[src/rtl/mult_d.sv]
// -----------------------------------------------------------------------------
// mult_d : sequential nb_bit x nb_bit unsigned multiplier, radix-4 iterative.
//
// Produces the raw 2*nb_bit product consumed by the downstream Barrett
// reduction stage. Two multiplier bits are retired per cycle, so a 23-bit
// operand pair takes 12 iterations. Valid/ready handshakes on both sides.
//
// Ports
//   clk_i      in   1          clock, rising edge
//   rst_i      in   1          synchronous active-high reset
//   valid_i    in   1          operands a_i / b_i present
//   ready_o    out  1          block can accept operands (IDLE only)
//   a_i        in   nb_bit     multiplicand, unsigned
//   b_i        in   nb_bit     multiplier, unsigned
//   valid_o    out  1          product_o holds a finished product
//   ready_i    in   1          consumer accepts product_o
//   product_o  out  2*nb_bit   a*b, unsigned
// -----------------------------------------------------------------------------
module mult_d #(
  parameter int nb_bit = 23
) (
  input  logic                  clk_i,
  input  logic                  rst_i,
  input  logic                  valid_i,
  output logic                  ready_o,
  input  logic [nb_bit-1:0]     a_i,
  input  logic [nb_bit-1:0]     b_i,
  output logic                  valid_o,
  input  logic                  ready_i,
  output logic [2*nb_bit-1:0]   product_o
);

  // Number of radix-4 iterations, multiplier register width (padded to an
  // even number of bits), accumulator width and partial-product width.
  localparam int ITERS = (nb_bit + 1) / 2;
  localparam int B_W   = 2 * ITERS;
  localparam int ACC_W = 2 * nb_bit + 2;
  localparam int PP_W  = nb_bit + 2;
  localparam int CNT_W = $clog2(ITERS);

  typedef enum logic [1:0] {
    S_IDLE = 2'd0,
    S_CALC = 2'd1,
    S_DONE = 2'd2
  } state_t;

  state_t                r_state;
  state_t                w_state_nxt;
  logic                  r_ready;
  logic                  w_accept;
  logic                  w_handoff;
  logic                  w_last;

  logic [nb_bit-1:0]     r_a;
  logic [B_W-1:0]        r_b;
  logic [ACC_W-1:0]      r_acc;
  logic [CNT_W-1:0]      r_cnt;
  logic [2*nb_bit-1:0]   r_prod;
  logic                  r_valid;

  logic [PP_W-1:0]       w_pp;
  logic [ACC_W-1:0]      w_pp_sh;
  logic [ACC_W-1:0]      w_acc_nxt;

  // Radix-4 partial product: a times one multiplier digit (0..3).
  function automatic logic [PP_W-1:0] f_pp(input logic [nb_bit-1:0] a,
                                           input logic [1:0]        d);
    logic [PP_W-1:0] ax;
    ax = PP_W'(a);
    case (d)
      2'd0:    f_pp = '0;
      2'd1:    f_pp = ax;
      2'd2:    f_pp = ax << 1;
      default: f_pp = (ax << 1) + ax;
    endcase
  endfunction

  // ---- iteration datapath: digit select, weight by 4^cnt, accumulate ----
  assign w_pp      = f_pp(r_a, r_b[1:0]);
  assign w_pp_sh   = ACC_W'(w_pp) << {r_cnt, 1'b0};
  assign w_acc_nxt = r_acc + w_pp_sh;
  assign w_last    = (r_cnt == CNT_W'(ITERS - 1));

  // ---- control: next-state decode ----
  always_comb begin
    w_state_nxt = r_state;
    w_accept    = 1'b0;
    w_handoff   = 1'b0;
    case (r_state)
      S_IDLE: begin
        if (valid_i && r_ready) begin
          w_accept    = 1'b1;
          w_state_nxt = S_CALC;
        end
      end
      S_CALC: begin
        if (w_last) begin
          w_state_nxt = S_DONE;
        end
      end
      S_DONE: begin
        if (r_valid && ready_i) begin
          w_handoff   = 1'b1;
          w_state_nxt = S_IDLE;
        end
      end
      default: w_state_nxt = S_IDLE;
    endcase
  end

  // ready_o is a registered copy of "next state is IDLE", held low through
  // reset so no operand can be taken while rst_i is asserted. Outside reset
  // it always equals (r_state == S_IDLE).
  always_ff @(posedge clk_i) begin
    if (rst_i) begin
      r_state <= S_IDLE;
      r_ready <= 1'b0;
    end else begin
      r_state <= w_state_nxt;
      r_ready <= (w_state_nxt == S_IDLE);
    end
  end

  // ---- operand registers: loaded on accept, multiplier shifts in CALC ----
  always_ff @(posedge clk_i) begin
    if (w_accept) begin
      r_a <= a_i;
      r_b <= B_W'(b_i);
    end else if (r_state == S_CALC) begin
      r_b <= r_b >> 2;
    end
  end

  // ---- accumulator, iteration counter and output registers ----
  always_ff @(posedge clk_i) begin
    if (rst_i) begin
      r_acc   <= '0;
      r_cnt   <= '0;
      r_prod  <= '0;
      r_valid <= 1'b0;
    end else begin
      if (w_accept) begin
        r_acc <= '0;
        r_cnt <= '0;
      end else if (r_state == S_CALC) begin
        r_acc <= w_acc_nxt;
        r_cnt <= r_cnt + CNT_W'(1);
        if (w_last) begin
          // Top two accumulator bits are always zero here: the full product
          // fits in 2*nb_bit bits.
          r_prod  <= w_acc_nxt[2*nb_bit-1:0];
          r_valid <= 1'b1;
        end
      end
      if (w_handoff) begin
        r_valid <= 1'b0;
      end
    end
  end

  assign ready_o   = r_ready;
  assign valid_o   = r_valid;
  assign product_o = r_prod;

endmodule

[config.mk]
export PLATFORM = sky130hd
export DESIGN_NAME = mult_d
export DESIGN_NICKNAME = d
export VERILOG_FILES = /design/src/rtl/mult_d.sv
export SDC_FILE = /design/constraint.sdc
export NUM_CORES = 1
export LEC_CHECK = 0
export ABC_AREA = 1
export CAP_MARGIN = 20
export CORE_ASPECT_RATIO = 1.25
export CORE_UTILIZATION = 54
export DETAILED_ROUTE_END_ITERATION = 6
export GPL_ROUTABILITY_DRIVEN = 0
export PLACE_DENSITY = 0.9
export SETUP_SLACK_MARGIN = 0.15
export SLEW_MARGIN = 40
export SYNTH_ARGS = -nofsm -noshare
export SYNTH_HDL_FRONTEND = slang
export SYNTH_SLANG_ARGS = --single-unit
[constraint.sdc]
create_clock -name clk_i -period 3.8 [get_ports clk_i]
set_clock_uncertainty 0.15 [all_clocks]
set_input_delay 0.57 -clock clk_i [delete_from_list [all_inputs] [get_ports clk_i]]
set_output_delay 0.57 -clock clk_i [all_outputs]
set_load 0.01 [all_outputs]
==> impl_metrics.env, run 1 <==
export IMPL_outcome="stopped before the end"
export IMPL_grt_overflow_total=141
export IMPL_ys_flop_type="dfxtp_1"
export IMPL_numCtsBuffers=17
export IMPL_ys_warn_count=0
export IMPL_num_rows=59
export IMPL_synth_area_mux_share_pct=0
export IMPL_synth_edf_count=46
export IMPL_grt_pass1_vias=19415
export IMPL_async_flop_share_pct=0
export IMPL_synth_avg_cell_area_um2=6.615
export IMPL_grt_max_degree=72
export IMPL_synthSimpleGateAreaFrac_pct=31.95
export IMPL_cts_sinks=146
export IMPL_synth_area_um2=11510
export IMPL_lastStage="global routing"
export IMPL_ys_ff_latch=146
export IMPL_synth_adder_area_share_pct=7.849
export IMPL_grt_pass1_wl_um=122700
export IMPL_synth_seq_area_share_pct=29.39
export IMPL_grt_usage_pct=74.75
export IMPL_ios=98
export IMPL_synth_cell_types=63
export IMPL_synthXorXnorAreaFrac_pct=1.978
export IMPL_cts_root_buf="clkbuf_16"
export IMPL_clk_path_buf_depth=2
export IMPL_synth_top_family_by_area="simple AND/OR/NAND/NOR gates"
export IMPL_die_h_um=165.2
export IMPL_start_util_pct=55.09
export IMPL_cts_hold_buf=0
export IMPL_io_buffers=97
export IMPL_error_line="[ERROR GRT-0116] Global routing finished with congestion. Check the congestion regions in the DRC Viewer."
export IMPL_synth_compound_area_share_pct=18.76
export IMPL_htreeDepth=4
export IMPL_synthCells=1740
export IMPL_die_x_um=132.6
export IMPL_syn_nets=1861
export IMPL_hpwl_um=32430
[Yosys cell counts, types with 15 or more instances]
library cell,count,area [µm²]
clkbuf_1,36,135.1
nand2_1,416,1562
nor2_1,184,690.7
o21ai_1,35,175.2
nor3_1,15,75.07
a21oi_1,117,585.6
nand4_1,17,106.4
inv_1,220,825.8
nand2_2,18,112.6
dfxtp_1,100,2002
ha_1,69,863.3
o221ai_1,22,192.7
o21ai_0,70,350.3
o211ai_1,27,202.7
a31oi_1,29,181.4
edfxtp_1,46,1381
buf_2,20,100.1
nand3_1,141,705.7
[kinds of logic after synthesis]
kind of cell | after synthesis
flops | 146
fa+ha+maj | 71
buf+inv | 297
simple gates | 841
compound gates | 359
xor+xnor | 26
[per-layer routing]
metal | overflow | track usage, %
met2 | 77 | 91.46
met4 | 59 | 79.31
met3 | 3 | 60.41
met1 | 2 | 72.22
met5 | 0 | 32.18
[per-stage QoR]
stage / hold WS [ns] / setup TNS, ns / std cells / instance area, µm² / setup slack [ns]
CTS: 0.3204 / -41.90 / 2435 / 17280 / -0.7539
floorplan: 0.2991 / -2.776 / 1740 / 11700 / -0.1611
detailed placement: 0.3093 / -55.83 / 2362 / 15130 / -1.003
global placement: 0.3003 / -45.65 / 2362 / 15130 / -0.8967
[timing repair]
item,CTS
buffers inserted,41
endpoints found under the setup margin,84
gates resized for setup,281
endpoints found under the hold margin,0
pin swaps,67
==> run 2: changes to the inputs <==
Settings changed: CORE_ASPECT_RATIO 1.25 to not set, CORE_UTILIZATION 54 to 40, PLACE_DENSITY 0.9 to not set, PLACE_DENSITY_LB_ADDON set to 0.15, SETUP_SLACK_MARGIN 0.15 to not set.
Clock period 3.8 ns to 4.9 ns, I/O delays scaled along.
==> run 2 against run 1 <==
Synthesized area unchanged. Synthesized cell count stayed put. The run now ends clean.
==> impl_metrics.env, run 2 <==
export IMPL_cap_violations=0
export IMPL_num_rows=61
export IMPL_drt_iter0_markers=1038
export IMPL_synth_cell_types=63
export IMPL_synth_area_um2=11510
export IMPL_ff2ff_path_depth=26
export IMPL_worstPathMaxFanout=4
export IMPL_drc=0
export IMPL_clock_fmax_ghz=0.2118
export IMPL_slew_headroom_pct=48.27
export IMPL_antenna_found_initial=0
export IMPL_crit_required_ns=5.09
export IMPL_period_minus_slack_ns=4.722
export IMPL_grt_pass1_vias=11173
export IMPL_r2r_setup_slack_ns=0.18
export IMPL_peakVddDrop_uv=234.9
export IMPL_clk_path_buf_depth=2
export IMPL_avgRoutedWirePerCell_um=16.62
export IMPL_rr_startpoint="r_a[10]$_DFFE_PP_"
export IMPL_grt_max_degree=68
export IMPL_via_per_inst=5.402
export IMPL_power_density_nw_per_um2=269.3
export IMPL_reg2reg_to="product_o[45]$_SDFFE_PP0P_"
export IMPL_cts_hold_buf=0
export IMPL_syn_nets=1861
export IMPL_wirelength_um=37360
export IMPL_final_cell_mix="nand2_1, inv_1, nor2_1"
export IMPL_p_leak_nw=6.407
export IMPL_outcome="finished clean"
export IMPL_holdPathEnd="product_o[11]$_SDFFE_PP0P_"
export IMPL_ios=98
export IMPL_end_kind="flip-flop"
export IMPL_pwr_share_seq_pct=35.2
export IMPL_fin_tns_setup_ns=0
export IMPL_pwr_share_clk_pct=34.8
export IMPL_synth_seq_area_share_pct=29.39
export IMPL_startpoint_type="flip-flop"
export IMPL_cts_tree="yes"
export IMPL_final_util_pct=51.56
export IMPL_ys_top_cells_by_count="nand2_1, inv_1, nor2_1"
export IMPL_ys_ff_latch=146
export IMPL_hold_violations=0
export IMPL_dieArea_um2=29460
export IMPL_yosysMostFrequentCell="nand2_1"
export IMPL_drt_antenna_violating_nets=0
export IMPL_async_flop_share_pct=0
export IMPL_ys_warn_count=0
export IMPL_finalSetupViolCount=0
export IMPL_worst_slew_pin_slew_ns=0.7750
export IMPL_grt_usage_pct=25.48
export IMPL_die_h_um=171.6
export IMPL_htreeDepth=4
export IMPL_yosys_area_top_type_share_pct=17.39
export IMPL_comb_power_share_pct=30.1
export IMPL_synth_area_leaders="dfxtp_1, nand2_1, edfxtp_1"
export IMPL_num_nets_final=1978
export IMPL_drt_pass1_iter_count=6
export IMPL_start_util_pct=41.09
export IMPL_finalPower_w=0.003890
export IMPL_yosysTopAreaCell="dfxtp_1"
export IMPL_cts_sinks=146
export IMPL_min_delay_start="product_o[11]$_SDFFE_PP0P_"
export IMPL_cts_root_buf="clkbuf_16"
export IMPL_holdPathStages=2
export IMPL_power_switching_w=0.001416
export IMPL_vias=12144
export IMPL_grt_pass1_wl_um=58450
export IMPL_p_sw_share_pct=36.41
export IMPL_period_share_pct=96.37
export IMPL_layout_commonest_cell="nand2_1"
export IMPL_synth_edf_count=46
export IMPL_hpwl_um=27840
export IMPL_drive_gt1_share_pct=15.88
export IMPL_drv_slew=0
export IMPL_insertion_delay_ns=0.44
export IMPL_rsz0062_at_grt="true"
export IMPL_synth_avg_cell_area_um2=6.615
export IMPL_whs_ns=0.3192
export IMPL_worst_ep_arrival_time_ns=4.91
export IMPL_io_buffers=97
export IMPL_core_um2=28010
export IMPL_grt_overflow_total=0
export IMPL_critical_path_class="flip-flop to flip-flop"
export IMPL_cts_clk_slew_worst_paths_ns=0.07
export IMPL_numCtsBuffers=17
export IMPL_p_int_w=0.002474
export IMPL_syn2layout_area_growth_pct=25.48
export IMPL_ys_flop_type="dfxtp_1"
export IMPL_synthCells=1740
export IMPL_insertedDiodeCount=0
export IMPL_hold_class="flip-flop to flip-flop"
export IMPL_die_x_um=171.6
## run 2: cell counts after synthesis
No cell type changed its count.
## run 2: what timing repair did
action / CTS / global route
buffers inserted: 1 / 17
pin swaps: 1 / 33
setup endpoints to repair: 23 / 62
gates resized for setup: 9 / 153
## run 2: worst max path at each step
stage	from	endpoint	slack, ns	cells past startpoint
CTS	r_a[1]$_DFFE_PP_	product_o[32]$_SDFFE_PP0P_	0.01	30
finish	r_a[10]$_DFFE_PP_	product_o[45]$_SDFFE_PP0P_	0.18	26
global placement	r_a[1]$_DFFE_PP_	product_o[41]$_SDFFE_PP0P_	-0.13	30
detailed placement	r_a[1]$_DFFE_PP_	product_o[24]$_SDFFE_PP0P_	-0.16	33
floorplan	r_a[1]$_DFFE_PP_	product_o[24]$_SDFFE_PP0P_	0.80	33
global route	r_a[5]$_DFFE_PP_	r_acc[44]$_SDFFE_PP0P_	-0.08	30
## run 2: power groups by stage
stage	Combinational [W]	Clock [W]	Sequential, W
finish	0.00117	0.00135	0.00137
global route	0.00129	0.00142	0.00137
CTS	0.00103	0.00137	0.00136
detailed placement	0.00101	0	0.00139
global placement	0.00101	0	0.00139
floorplan	0.000713	0	0.00137
## run 2: cell type report
class                      instances  area [µm²]
timing repair buffer             163        1466
sequential                       146        3383
multi-input combinational       1297        7677
inverter                         232       870.8
clock inverter                    15       146.4
fill                            2789       13570
tap                              378       473.0
clock buffer                      17       425.4
## run 2: metal layers
metal	global-route usage [%]	up-vias	part of all wire, %
li1	-	6070	-
met1	37.21	5582	49
met2	38.29	433	42
met3	3.682	59	6.6
met4	7.725	0	2.5
met5	0	-	0
## run 2: worst max-delay path: stages, from the launching register on
cell	delay, ns
edfxtp_1	0.47
ha_1	0.41
a21oi_2	0.21
o21ai_0	0.11
o21bai_1	0.19
a21oi_1	0.16
xor2_1	0.20
nand2_1	0.09
nand3_1	0.08
nand2_1	0.07
nand2_1	0.08
nand3_1	0.12
nand3_1	0.16
o21ai_2	0.11
ha_1	0.33
buf_4	0.15
nand2_1	0.09
nor2_2	0.17
inv_1	0.14
nor2_1	0.31
and3_1	0.29
nand2_1	0.07
nand2_1	0.11
nand3b_1	0.14
nand3_1	0.08
nand2_1	0.09
inv_1	0.03
## run 2: metrics by stage
step                cell area (µm²)  setup WS (ns)  cells
detailed placement            13040        -0.1629   2198
finish                        14440         0.1777   2248
CTS                           13660        0.01236   2231
global route                  14440       -0.07954   2248
floorplan                     11510         0.8011   1740
global placement              13040        -0.1260   2198
## run 2: cells by family (layout without fill, tap and decap cells)
kind of cell	count (synthesis)	after routing	share of synthesized area, %
buffers and inverters	297	427	10.07
adder cells (fa/ha/maj)	71	71	7.849
flip-flops	146	146	29.39
XOR/XNOR	26	26	1.978
AND/OR/NAND/NOR	841	841	31.95
AO/OA/AOI/OAI	359	359	18.76
Power figures use the tool's default switching activity.
==> run 3: changes to the inputs <==
Settings changed: PLACE_DENSITY_LB_ADDON 0.15 to 0.25, SKIP_CTS_REPAIR_TIMING set to 1.
==> run 3 against run 2 <==
Design area is 0.82% higher. Sequential power hardly changed. Clock power is 4% lower. Die area stayed put. Flip-flop and latch count stayed put. Hold slack worse by 0.0042 ns. Sequential share of layout area is 0.19 points lower. Non-clock buffer count is 5 higher. Critical path depth is 4 higher. Global-route usage is 0.15 points lower. Largest cell class unchanged. Largest power group unchanged.
==> impl_metrics.env, run 3 (synthesis gave the netlist of run 2 again) <==
export IMPL_power_density_nw_per_um2=264.1
export IMPL_insertedDiodeCount=0
export IMPL_p_leak_nw=6.431
export IMPL_period_minus_slack_ns=4.754
export IMPL_finalSetupViolCount=0
export IMPL_grt_max_degree=72
export IMPL_critPathMaxStageDelay_ns=0.39
export IMPL_syn2layout_area_growth_pct=26.51
export IMPL_rsz0062_at_grt="true"
export IMPL_start_util_pct=41.09
export IMPL_worst_ep_arrival_time_ns=4.92
export IMPL_ios=98
export IMPL_drive_gt1_share_pct=16.05
export IMPL_via_per_inst=5.470
export IMPL_antenna_found_initial=0
export IMPL_insertion_delay_ns=0.45
export IMPL_dieArea_um2=29460
export IMPL_vias=12325
export IMPL_path_common_cell="nand2_1"
export IMPL_holdPathEnd="product_o[0]$_SDFFE_PP0P_"
export IMPL_drt_antenna_violating_nets=0
export IMPL_grt_pass1_vias=11352
export IMPL_hold_class="flip-flop to flip-flop"
export IMPL_drc=0
export IMPL_numCtsBuffers=17
export IMPL_end_kind="flip-flop"
export IMPL_slew_headroom_pct=47.56
export IMPL_drt_iter0_markers=969
export IMPL_final_cell_mix="nand2_1, inv_1, nor2_1"
export IMPL_io_buffers=97
export IMPL_cap_violations=0
export IMPL_grt_overflow_total=0
export IMPL_path_delay_family="simple AND/OR/NAND/NOR gates"
export IMPL_clock_fmax_ghz=0.2104
export IMPL_cts_sinks=146
export IMPL_holdPathStages=2
export IMPL_outcome="finished clean"
export IMPL_startpoint_type="flip-flop"
export IMPL_worst_slew_pin_slew_ns=0.7866
export IMPL_whs_ns=0.3150
export IMPL_peakVddDrop_uv=167.0
export IMPL_critical_path_class="flip-flop to flip-flop"
export IMPL_clk_path_buf_depth=2
export IMPL_r2r_setup_slack_ns=0.15
export IMPL_min_delay_start="product_o[0]$_SDFFE_PP0P_"
export IMPL_num_rows=61
export IMPL_hpwl_um=27240
export IMPL_die_x_um=171.6
export IMPL_ff2ff_path_depth=30
export IMPL_crit_slowest_cell="edfxtp_1"
export IMPL_grt_pass1_wl_um=58360
export IMPL_fin_ws_ns=0.1462
export IMPL_pre_cts_slack_ns=-0.2414
export IMPL_dp_cells=2208
export IMPL_core_um2=28010
export IMPL_avgRoutedWirePerCell_um=16.66
export IMPL_cts_root_buf="clkbuf_16"
export IMPL_num_nets_final=1983
export IMPL_crit_buf_inv=4
export IMPL_htreeDepth=4
export IMPL_wirelength_um=37540
export IMPL_rr_startpoint="r_a[1]$_DFFE_PP_"
export IMPL_grt_usage_pct=25.33
export IMPL_crit_required_ns=5.07
export IMPL_worstPathMaxFanout=6
export IMPL_period_share_pct=97.02
export IMPL_die_h_um=171.6
export IMPL_drv_slew=0
export IMPL_layout_commonest_cell="nand2_1"
export IMPL_final_util_pct=51.99
export IMPL_cts_clk_slew_worst_paths_ns=0.07
export IMPL_cts_tree="yes"
export IMPL_hold_violations=0
export IMPL_drt_pass1_iter_count=6
export IMPL_reg2reg_to="product_o[41]$_SDFFE_PP0P_"
export IMPL_fin_tns_setup_ns=0
export IMPL_final_cells=2253
run 3: metal layers:
metal | part of all wire, % | global-route usage (%)
met5 | 0 | 0
met4 | 3.6 | 10.95
met3 | 7.3 | 4.832
met2 | 43 | 38.16
met1 | 46 | 34.99
run 3: per-stage QoR:
stage | area, µm² | total power (W)
after floorplan | 11510 | 0.002083
after global placement | 13110 | 0.002394
after detailed placement | 13120 | 0.002402
after CTS | 13670 | 0.003696
after global routing | 14560 | 0.004033
final | 14560 | 0.003846
run 3: worst max path at each step:
stage                      from                    endpoint  slack, ns  cells past startpoint
5_1_grt        r_a[1]$_DFFE_PP_  product_o[41]$_SDFFE_PP0P_      -0.08                     33
4_1_cts        r_a[1]$_DFFE_PP_  product_o[24]$_SDFFE_PP0P_      -0.27                     33
6_report       r_a[1]$_DFFE_PP_  product_o[41]$_SDFFE_PP0P_       0.15                     30
3_3_place_gp   r_a[1]$_DFFE_PP_  product_o[24]$_SDFFE_PP0P_      -0.20                     33
2_1_floorplan  r_a[1]$_DFFE_PP_  product_o[24]$_SDFFE_PP0P_       0.80                     33
3_5_place_dp   r_a[1]$_DFFE_PP_  product_o[24]$_SDFFE_PP0P_      -0.24                     33
run 3: final cells by class:
class	instances	area, µm²
Multi-Input combinational cell	1297	7781
Clock inverter	15	123.9
Tap cell	378	473.0
Timing Repair Buffer	168	1504
Inverter	232	870.8
Fill cell	2801	13450
Clock buffer	17	425.4
Sequential cell	146	3383
run 3: worst register-to-register path: cells and delay by family, from the launching register on:
family	cells	cell delay, ns
AOI/OAI and AO/OA	5	0.83
adders and majority gates	3	0.88
buffers and inverters	4	0.33
DFF	1	0.39
and+or+nand+nor	18	2.04
run 3: where the power goes:
group / internal [W] / total, W / leakage, nW / switching, W
logic: 0.000443 / 0.00119 / 4.93 / 0.000743
clock network: 0.000662 / 0.00130 / 0.259 / 0.000633
registers: 0.00132 / 0.00137 / 1.24 / 0.0000463
total: 0.00242 / 0.00385 / 6.43 / 0.00142
==> run 4: changes to the inputs <==
Settings changed: SLEW_MARGIN 40 to not set.
==> run 4 against run 3 <==
Flip-flop and latch count is the same. Non-clock buffer count grew 4. Critical endpoint is now r_acc[43]$_SDFFE_PP0P_. Core utilization grew 0.68 points.
==> impl_metrics.env, run 4 (synthesis gave the netlist of run 2 again) <==
export IMPL_syn2layout_area_growth_pct=28.17
export IMPL_numCtsBuffers=17
export IMPL_insertion_delay_ns=0.44
export IMPL_ios=98
export IMPL_crit_required_ns=5.08
export IMPL_cap_violations=0
export IMPL_peakVddDrop_uv=169.3
export IMPL_cts_sinks=146
export IMPL_num_nets_final=1987
export IMPL_insertedDiodeCount=0
export IMPL_power_density_nw_per_um2=263.6
export IMPL_ff2ff_path_depth=28
export IMPL_die_x_um=171.6
export IMPL_worst_ep_arrival_time_ns=4.91
export IMPL_holdPathStages=2
export IMPL_via_per_inst=5.473
export IMPL_outcome="finished clean"
export IMPL_path_common_cell="nand2_1"
export IMPL_antenna_found_initial=0
export IMPL_critical_path_class="flip-flop to flip-flop"
export IMPL_end_kind="flip-flop"
export IMPL_critPathMaxStageDelay_ns=0.40
export IMPL_startpoint_type="flip-flop"
export IMPL_vias=12353
export IMPL_hpwl_um=27300
export IMPL_drv_slew=0
export IMPL_core_um2=28010
export IMPL_drive_gt1_share_pct=16.92
export IMPL_clk_path_buf_depth=2
export IMPL_grt_overflow_total=0
export IMPL_start_util_pct=41.09
export IMPL_hold_class="flip-flop to flip-flop"
export IMPL_drt_iter0_markers=1000
export IMPL_avgRoutedWirePerCell_um=16.66
export IMPL_rsz0062_at_grt="true"
export IMPL_grt_usage_pct=25.41
export IMPL_dieArea_um2=29460
export IMPL_pre_cts_slack_ns=-0.2590
export IMPL_worstPathMaxFanout=4
export IMPL_fin_ws_ns=0.1771
export IMPL_finalSetupViolCount=0
export IMPL_crit_slowest_cell="edfxtp_1"
export IMPL_layout_commonest_cell="nand2_1"
export IMPL_p_leak_nw=6.461
export IMPL_num_rows=61
export IMPL_drt_pass1_iter_count=5
export IMPL_final_cell_mix="nand2_1, inv_1, nor2_1"
export IMPL_die_h_um=171.6
export IMPL_r2r_setup_slack_ns=0.18
export IMPL_final_util_pct=52.66
export IMPL_worst_slew_pin_slew_ns=1.229
export IMPL_period_share_pct=96.38
export IMPL_wirelength_um=37610
export IMPL_cts_root_buf="clkbuf_16"
export IMPL_hold_violations=0
export IMPL_grt_pass1_vias=11176
export IMPL_multiInputGateArea_um2=7921
export IMPL_period_minus_slack_ns=4.723
export IMPL_clock_fmax_ghz=0.2117
export IMPL_grt_pass1_wl_um=58300
export IMPL_nFillCells=2752
export IMPL_cts_tree="yes"
export IMPL_slew_headroom_pct=17.97
export IMPL_cts_clk_slew_worst_paths_ns=0.07
export IMPL_grt_max_degree=72
export IMPL_drt_antenna_violating_nets=0
export IMPL_htreeDepth=4
export IMPL_seq_area_um2=3383
export IMPL_whs_ns=0.3209
export IMPL_drc=0
export IMPL_io_buffers=97
## run 4: cell count changes in the layout (fill, tap and decap cells not counted), moves of 3 or more
| cell | change |
|---|---|
| a31oi_2 | +3 |
| buf_4 | +3 |
| ha_1 | -10 |
| ha_2 | +3 |
| ha_4 | +7 |
| nand3_1 | -5 |
| nand3_2 | +3 |
## run 4: area by class of cell
type | instances | share of cell area (%)
inverter | 232 | 5.903
clock inverter | 15 | 0.8397
timing repair buffer | 172 | 10.53
multi-input combinational | 1297 | 53.70
sequential | 146 | 22.93
tap | 378 | 3.206
clock buffer | 17 | 2.884
## run 4: final timing paths
kind | from | endpoint
setup / recovery | r_a[1]$_DFFE_PP_ | r_acc[43]$_SDFFE_PP0P_
hold / removal | product_o[9]$_SDFFE_PP0P_ | product_o[9]$_SDFFE_PP0P_
setup reg to reg | r_a[1]$_DFFE_PP_ | r_acc[43]$_SDFFE_PP0P_
hold reg to reg | product_o[9]$_SDFFE_PP0P_ | product_o[9]$_SDFFE_PP0P_
## run 4: stage by stage
| step | TNS [ns] | instance area [µm²] | instances | total power (W) |
|---|---|---|---|---|
| 4_1_cts | -2.375 | 13660 | 2240 | 0.003704 |
| 6_report | 0 | 14750 | 2257 | 0.003888 |
| 2_1_floorplan | 0 | 11510 | 1740 | 0.002083 |
| 3_5_place_dp | -1.650 | 13110 | 2208 | 0.002404 |
| 3_3_place_gp | -0.8030 | 13110 | 2208 | 0.002394 |
| 5_1_grt | -0.4196 | 14750 | 2257 | 0.004065 |
## run 4: layer usage
metal,GRT usage (%),vias to the layer above,part of all wire (%)
met5,0,-,0
met4,9.045,0,3.3
met3,4.533,79,7.6
met2,38.92,524,43
met1,35.50,5657,46
li1,-,6093,-
## run 4: critical path, delay by kind of cell, from the launching register on
family	cells	cell delay [ns]
flops	1	0.40
fa+ha+maj	3	0.90
buf+inv	3	0.17
xor+xnor	1	0.16
simple gates	15	1.96
compound gates	6	0.86
## run 4: where the power goes
part	leakage [nW]	switching, W	internal (W)
clock network	0.264	0.000649	0.000663
registers	1.24	0.0000496	0.00132
logic	4.96	0.000749	0.000457
total	6.46	0.00145	0.00244
